`config.mk`:
```
export PLATFORM = sky130hd
export DESIGN_NAME = master_epoch_sched
export DESIGN_NICKNAME = d
export VERILOG_FILES = /design/src/rtl/master_epoch_sched.sv
export SDC_FILE = /design/constraint.sdc
export NUM_CORES = 1
export LEC_CHECK = 0
export ABC_AREA = 1
export CELL_PAD_IN_SITES_DETAIL_PLACEMENT = 0
export CELL_PAD_IN_SITES_GLOBAL_PLACEMENT = 1
export CORE_AREA = 10 10 106 99
export CTS_CLUSTER_SIZE = 16
export DETAILED_ROUTE_END_ITERATION = 16
export DIE_AREA = 0 0 116 109
export DONT_BUFFER_PORTS = 1
export PLACE_DENSITY_LB_ADDON = 0.1
export SYNTH_ARGS = -nofsm -noshare
export SYNTH_HDL_FRONTEND = slang
export SYNTH_SLANG_ARGS = --single-unit
```
`constraint.sdc`:
```
create_clock -name clk -period 1.6 [get_ports clk]
set_input_delay 0.32 -clock clk [delete_from_list [all_inputs] [get_ports clk]]
set_output_delay 0.32 -clock clk [all_outputs]
set_load 0.05 [all_outputs]
```
`src/rtl/master_epoch_sched.sv`:
```
// Epoch scheduler: streams operand and lagged v_gidx SRAM read addresses into
// master_top, then waits for its finish flag and reports done/error status.
module master_epoch_sched #(
  parameter int MAX_EPOCH = 256,
  parameter int EPOCH_BW  = 8,
  parameter int VG_LAG    = 3,
  parameter int TIMEOUT   = 1024
) (
  input  logic                clk,
  input  logic                rst,
  input  logic                start,
  input  logic                stall,
  input  logic                mst_finish,
  output logic                op_ren,
  output logic [EPOCH_BW-1:0] op_raddr,
  output logic                vg_ren,
  output logic [EPOCH_BW-1:0] vg_raddr,
  output logic                mst_enable,
  output logic                busy,
  output logic                done,
  output logic                sync_err,
  output logic                timeout_err
);
  localparam int IW = (VG_LAG > 0) ? $clog2(VG_LAG + 1) : 1;
  localparam int TW = $clog2(TIMEOUT + 1);
  localparam logic [EPOCH_BW-1:0] LAST = EPOCH_BW'(MAX_EPOCH - 1);
  localparam logic [IW-1:0]       LAG  = IW'(VG_LAG);
  localparam logic [TW-1:0]       TMAX = TW'(TIMEOUT - 1);

  typedef enum logic [2:0] {IDLE, RUN, DRAIN, WAIT_FIN, DONE} state_t;

  state_t              state_q;
  logic [EPOCH_BW-1:0] op_cnt_q, vg_cnt_q, op_raddr_q, vg_raddr_q;
  logic [IW-1:0]       issued_q;
  logic [TW-1:0]       tmo_q;
  logic                op_ren_q, vg_ren_q, mst_en_q, busy_q, done_q;
  logic                sync_err_q, timeout_err_q;

  // Outputs are registered and reflect the state entered at each edge; an
  // address register always shows the pending address, ren marks a real issue.
  always_ff @(posedge clk) begin
    if (rst) begin
      state_q       <= IDLE;
      op_cnt_q      <= '0;
      vg_cnt_q      <= '0;
      issued_q      <= '0;
      tmo_q         <= '0;
      op_raddr_q    <= '0;
      vg_raddr_q    <= '0;
      op_ren_q      <= 1'b0;
      vg_ren_q      <= 1'b0;
      mst_en_q      <= 1'b0;
      busy_q        <= 1'b0;
      done_q        <= 1'b0;
      sync_err_q    <= 1'b0;
      timeout_err_q <= 1'b0;
    end else begin
      op_ren_q <= 1'b0;
      vg_ren_q <= 1'b0;
      done_q   <= 1'b0;
      case (state_q)
        IDLE: if (start) begin
          state_q       <= RUN;
          op_cnt_q      <= '0;
          vg_cnt_q      <= '0;
          issued_q      <= '0;
          tmo_q         <= '0;
          sync_err_q    <= 1'b0;
          timeout_err_q <= 1'b0;
          busy_q        <= 1'b1;
          mst_en_q      <= 1'b1;
        end
        RUN: begin
          if (mst_finish) sync_err_q <= 1'b1;
          op_raddr_q <= op_cnt_q;
          vg_raddr_q <= vg_cnt_q;
          if (!stall) begin
            op_ren_q <= 1'b1;
            vg_ren_q <= 1'b1;
            // vg_cnt stays clamped at 0 until VG_LAG operands have gone out
            if (issued_q == LAG) vg_cnt_q <= vg_cnt_q + 1'b1;
            else                 issued_q <= issued_q + 1'b1;
            if (op_cnt_q == LAST) state_q <= (VG_LAG == 0) ? WAIT_FIN : DRAIN;
            else                  op_cnt_q <= op_cnt_q + 1'b1;
          end
        end
        DRAIN: begin
          if (mst_finish) sync_err_q <= 1'b1;
          op_raddr_q <= LAST;
          vg_raddr_q <= vg_cnt_q;
          if (!stall) begin
            op_ren_q <= 1'b1;
            vg_ren_q <= 1'b1;
            if (vg_cnt_q == LAST) state_q  <= WAIT_FIN;
            else                  vg_cnt_q <= vg_cnt_q + 1'b1;
          end
        end
        WAIT_FIN: begin
          if (mst_finish || tmo_q == TMAX) begin
            if (!mst_finish) timeout_err_q <= 1'b1;
            state_q  <= DONE;
            busy_q   <= 1'b0;
            mst_en_q <= 1'b0;
            done_q   <= 1'b1;
          end else begin
            tmo_q <= tmo_q + 1'b1;
          end
        end
        DONE:    state_q <= IDLE;
        default: state_q <= IDLE;
      endcase
    end
  end

  assign op_ren      = op_ren_q;
  assign op_raddr    = op_raddr_q;
  assign vg_ren      = vg_ren_q;
  assign vg_raddr    = vg_raddr_q;
  assign mst_enable  = mst_en_q;
  assign busy        = busy_q;
  assign done        = done_q;
  assign sync_err    = sync_err_q;
  assign timeout_err = timeout_err_q;
endmodule

```
* Word level (Yosys, flattened, before mapping)
Index checks and enable logic that the tools add are counted.
** Storage, ports and cells
- Register bits :: 53
- Bits in latches :: 0
- Bits in writable memories :: 0
- Memory bits (read-only) :: 0
- Input port bits :: 5
- Output and inout port bits :: 23
- Logic and storage cells :: 91
- Memories kept :: 0
** Operators by class
- Add/subtract/negate cells :: 4
- Multiply operators :: 0
- Div/mod/pow operators :: 0
- $lt $le $gt $ge :: 0
- Eq/ne operators :: 20
- Shift-type cells :: 0
- Multiplexer cells :: 35
- Bitwise operators :: 2
- Reduce and logical (&&, ||, !) cells :: 18
** Operator list (number)
- $mux W8 :: 7
- $pmux W8 S2 :: 2
- $ne A2 B2 Y1 const B :: 12
- $pmux W8 S3 :: 1
- $mux W11 :: 2
- $pmux W11 S2 :: 1
- $mux W3 :: 6
- $add A8 B1 Y8 const B :: 2
- $eq A8 B8 Y1 const B :: 2
- $pmux W3 S4 :: 1
- $reduce_and A4 Y1 :: 3
- $reduce_and A6 Y1 :: 2
- $add A11 B1 Y11 const B :: 1
- $eq A11 B10 Y1 const B :: 1
- $reduce_and A3 Y1 :: 3
- $mux W1 :: 8
- $reduce_bool A2 Y1 :: 4
- $eq A3 B2 Y1 const B :: 2
- $mux W2 :: 3
- $pmux W1 S2 :: 3
- $reduce_or A2 Y1 :: 3
- $pmux W2 S2 :: 1
- $eq A3 B1 Y1 const B :: 1
- $logic_not A3 Y1 :: 1
- 6 further kinds :: 7

* Logic depth before layout (Yosys ltp)
- Depth after elaboration :: 4
- Depth in mapped cells :: 10

* Least setup slack after synthesis
Ideal clock, no wire load.
- Path kind :: register to register
- From :: register tmo_q[0]
- To :: register tmo_q[0]
- Setup time :: 0.111 ns
- Data arrival time :: 1.365 ns
- Data required time :: 1.489 ns
- Slack :: 0.124 ns
- Cell stages (with the launch flop) :: 11
- Path buffers :: 0
- Path through :: dfxtp_1 > ha_1 > nand3_1 > nor2_2 > nand3_1 > nand2_2 > nand2_4 > nand2_1 > inv_2 > nor2_1 > nor2_1
** On the way
- Cells in the longest elaborated chain, start to end :: 4
- Elaborated cells on any way between the ends :: 7
** Ends and longest elaborated chain
- start: declaration :: line 35 : logic [TW-1:0] tmo_q;
- start signal: assignment :: line 106 : tmo_q <= tmo_q + 1'b1;
- branches (longest 4 deep; another with $add A11 B1 Y11)
Parallel ways; which one is timed is not known. The select of a mux whose other input is x is not followed.
A chain may end at the register's enable or synchronous reset.

* Worst setup path in the final report
- From :: register state_q[2]
- To :: register vg_cnt_q[4]
** On the way
- Cells in the longest elaborated chain, start to end :: 3
- Elaborated cells on any way between the ends :: 11
** Ends and longest elaborated chain
- start: declaration :: line 32 : state_t state_q;
- start signal: assignment :: line 83 : if (op_cnt_q == LAST) state_q <= (VG_LAG == 0) ? WAIT_FIN : DRAIN;
- $eq A3 B2 Y1, or another cell as far along :: line 61 : case (state_q)
- $ne A2 B2 Y1 (no line) / $reduce_bool A3 Y1 (equally long branches)
- $reduce_and A6 Y1 (no line)
- end signal: assignment :: line 81 : if (issued_q == LAG) vg_cnt_q <= vg_cnt_q + 1'b1;
- end signal: assignment :: line 95 : else vg_cnt_q <= vg_cnt_q + 1'b1;
- end: declaration :: line 33 : logic [EPOCH_BW-1:0] op_cnt_q, vg_cnt_q, op_raddr_q, vg_raddr_q;
Several ways; a longest one is shown, not always the timed one.

==> results.sh <==
export IMPL_num_io_pins=28
export IMPL_area_growth_pct=22.0
export IMPL_postRouteAntennaNets=0
export IMPL_r2r_start="state_q[2]$_SDFFE_PP0P_"
export IMPL_cts_htree_levels=2
export IMPL_yosysTopAreaCellShare_pct=37.7
export IMPL_yosysWarnings=0
export IMPL_ys_seq_area_share_pct=37.7
export IMPL_cp_slowest_cell="dfxtp_1"
export IMPL_core_area_mm2=0.00833
export IMPL_total_power_mw=6.35
export IMPL_maxSlewViolCount=0
export IMPL_critPathCaptureType="flip-flop"
export IMPL_via_count=2634
export IMPL_clockBufferDepth=2
export IMPL_antenna_found_initial=0
export IMPL_gp_congestion=0.808
export IMPL_rr_worst_depth=9
export IMPL_max_vdd_ir_drop_v=0.000770
export IMPL_setup_viol=0
export IMPL_synthCells=423
export IMPL_first_global_vias=2498
export IMPL_first_iter_violations=87
export IMPL_cp_top_family="simple AND/OR/NAND/NOR gates"
export IMPL_mostFrequentLayoutCells="nand2_1 (92), nor2_1 (59), inv_1 (51), dfxtp_1 (50), buf_4 (44)"
export IMPL_placed_area_mm2=0.00322
export IMPL_synth_area_leaders="dfxtp_1 (38%), nand2_1 (12%), nor2_1 (8.1%), nand3_1 (6.9%), inv_1 (6.8%)"
export IMPL_path_buf_inv=2
export IMPL_clk_latency_ps=310
export IMPL_dp_hpwl_um=5490
export IMPL_holdWs_ps=62.0
export IMPL_overflow=0
export IMPL_fin_skew_ps=11.1
export IMPL_drcViolationCount=0
export IMPL_fin_nets=472
export IMPL_syn_cell_area_mm2=0.00281
export IMPL_ff2ff_setup_slack_ps=110
export IMPL_clock_sinks=53
export IMPL_cp_start_kind="flip-flop"
export IMPL_async_flop_share_pct=0
export IMPL_critical_path_class="flip-flop to flip-flop"
export IMPL_hold_path_class="input port to flip-flop"
export IMPL_drt_first_pass_iters=4
export IMPL_grt_pass1_wl_um=12400
export IMPL_antenna_cells=0
export IMPL_fin_util_pct=41.2
export IMPL_synth_seq_cells=53
export IMPL_cts_hold_buf=0
export IMPL_rsz0062_at_grt="true"
export IMPL_cts_root_buf="clkbuf_8"
export IMPL_worstHoldEndpoint="tmo_q[6]$_SDFFE_PP0P_"
export IMPL_leakage_nw=1.51
export IMPL_reg2reg_to="vg_cnt_q[4]$_SDFFE_PP0P_"
export IMPL_critPathMostFrequentCell="nand2_4"
export IMPL_vias_per_cell=4.65
export IMPL_dp_cells=556
export IMPL_avgSynthCellArea_um2=6.65
export IMPL_slew_headroom_pct=64.1
export IMPL_path_depth=9
export IMPL_clock_fmax_ghz=0.673
export IMPL_final_common_cell="nand2_1"
export IMPL_path_max_fanout=8
export IMPL_finalNonFillerCells=566
export IMPL_die_area_mm2=0.0126
export IMPL_wire_per_inst_um=13.2
export IMPL_whs_path_depth=1
export IMPL_std_cell_rows=32
export IMPL_status="finished, final reports clean"
export IMPL_power_density_mw_per_mm2=1850
export IMPL_crit_path_max_incr_delay_ps=360
export IMPL_start_util_pct=33.8
export IMPL_tightestPinTransition_ps=537
export IMPL_hold_viol_final=0
export IMPL_crit_chain="inv_1, nand3_2, buf_4, nand2_4, nand2_4, nor2_8, nand3_4, o21ai_1, nor2_1"
export IMPL_cts_tree="done"
export IMPL_synth_top_area_cell="dfxtp_1"
export IMPL_synth_cell_types=32
export IMPL_die_w_um=116
export IMPL_die_h_um=109
export IMPL_fin_crit_sh_pct=92.9
export IMPL_placement_io_buffers=0
export IMPL_cts_buffers=5
export IMPL_grt_max_degree=23
export IMPL_min_delay_start="rst"
export IMPL_final_layout_size_suffix_gt1_share_pct=20.5
export IMPL_min_period_ps=1490
export IMPL_synth_edf_count=0
export IMPL_arrival_ps=1690
export IMPL_clk_pin_slew_ps=100
export IMPL_gr_usage_all_layers_pct=12.3
export IMPL_maxCapViolCount=0
export IMPL_required_ps=1810
export IMPL_drt_total_wl_um=7480
export IMPL_synth_ff_type="dfxtp_1"
export IMPL_final_cell_area_mm2=0.00343
export IMPL_synth_nets=432
-- flip-flops by register name, indices dropped and copies added, names as in the netlist, 2 cells and up --
| register | count |
|---|---|
| tmo_q | 11 |
| op_cnt_q | 8 |
| op_raddr | 8 |
| vg_cnt_q | 8 |
| vg_raddr | 8 |
| state_q | 3 |
| issued_q | 2 |
-- layer usage --
metal  GRT usage, %  up-vias  share of wire [%]
li1               -     1421                  -
met1           16.0     1182                 50
met2           19.8       26                 45
met3           3.51        5                4.5
met4           2.68        0               0.78
met5              0        -                  0
-- cells by family (layout without fill, tap and decap cells) --
| family | after synthesis | in the layout | share of synthesized area (%) |
|---|---|---|---|
| compound gates | 66 | 66 | 12.2 |
| xor+xnor | 1 | 1 | 0.312 |
| fa+ha+maj | 4 | 4 | 1.78 |
| buf+inv | 75 | 116 | 11.1 |
| flops | 53 | 53 | 37.7 |
| simple gates | 224 | 224 | 36.8 |
-- synthesized netlist by cell type, drive strengths merged, types with 2 or more instances --
| cell type | n |
|---|---|
| clkbuf | 4 |
| nand4 | 6 |
| inv | 60 |
| nor3 | 2 |
| dfxtp | 53 |
| nand2 | 102 |
| nand3 | 44 |
| ha | 4 |
| a21oi | 32 |
| buf | 10 |
| a211oi | 2 |
| o21ai | 29 |
| nor2 | 68 |
-- stage by stage --
step / setup TNS [ps] / worst slack, ps
floorplan: 0 / 124
global placement: -19.4 / -19.4
detailed placement: -49.3 / -40.4
CTS: 0 / 30.5
global route: -7.35 / -7.35
finish: 0 / 114
-- power breakdown --
part,internal [mW],switching (mW)
clock network,0.511,0.466
registers,1.64,0.545
logic,1.20,1.99
total,3.35,3.00
-- layout make-up --
| cell class | count | area [µm²] |
|---|---|---|
| clock buffers | 7 | 86.3 |
| clock inverters | 1 | 30.0 |
| fillers | 920 | 4900 |
| inverters | 61 | 229 |
| multi-input cells | 295 | 1500 |
| flip-flops and latches | 53 | 1060 |
| well taps | 102 | 128 |
| repair buffers | 47 | 390 |
-- worst max-delay path by stage --
stage                             start                  endpoint
6_report        state_q[2]$_SDFFE_PP0P_  vg_cnt_q[4]$_SDFFE_PP0P_
5_1_grt        vg_cnt_q[1]$_SDFFE_PP0P_   state_q[1]$_SDFFE_PP0P_
4_1_cts           tmo_q[1]$_SDFFE_PP0P_     tmo_q[9]$_SDFFE_PP0P_
3_5_place_dp      tmo_q[1]$_SDFFE_PP0P_     tmo_q[0]$_SDFFE_PP0P_
3_3_place_gp      tmo_q[1]$_SDFFE_PP0P_     tmo_q[0]$_SDFFE_PP0P_
2_1_floorplan     tmo_q[0]$_SDFFE_PP0P_     tmo_q[0]$_SDFFE_PP0P_
-- timing repair --
action | 4_1_cts | 5_1_grt
gates resized for setup | 2 | 14
setup buffers | 1 | 1
endpoints found under the setup margin | 9 | 29
pin swaps | 1 | 4
(Power assumes the default switching activity.)
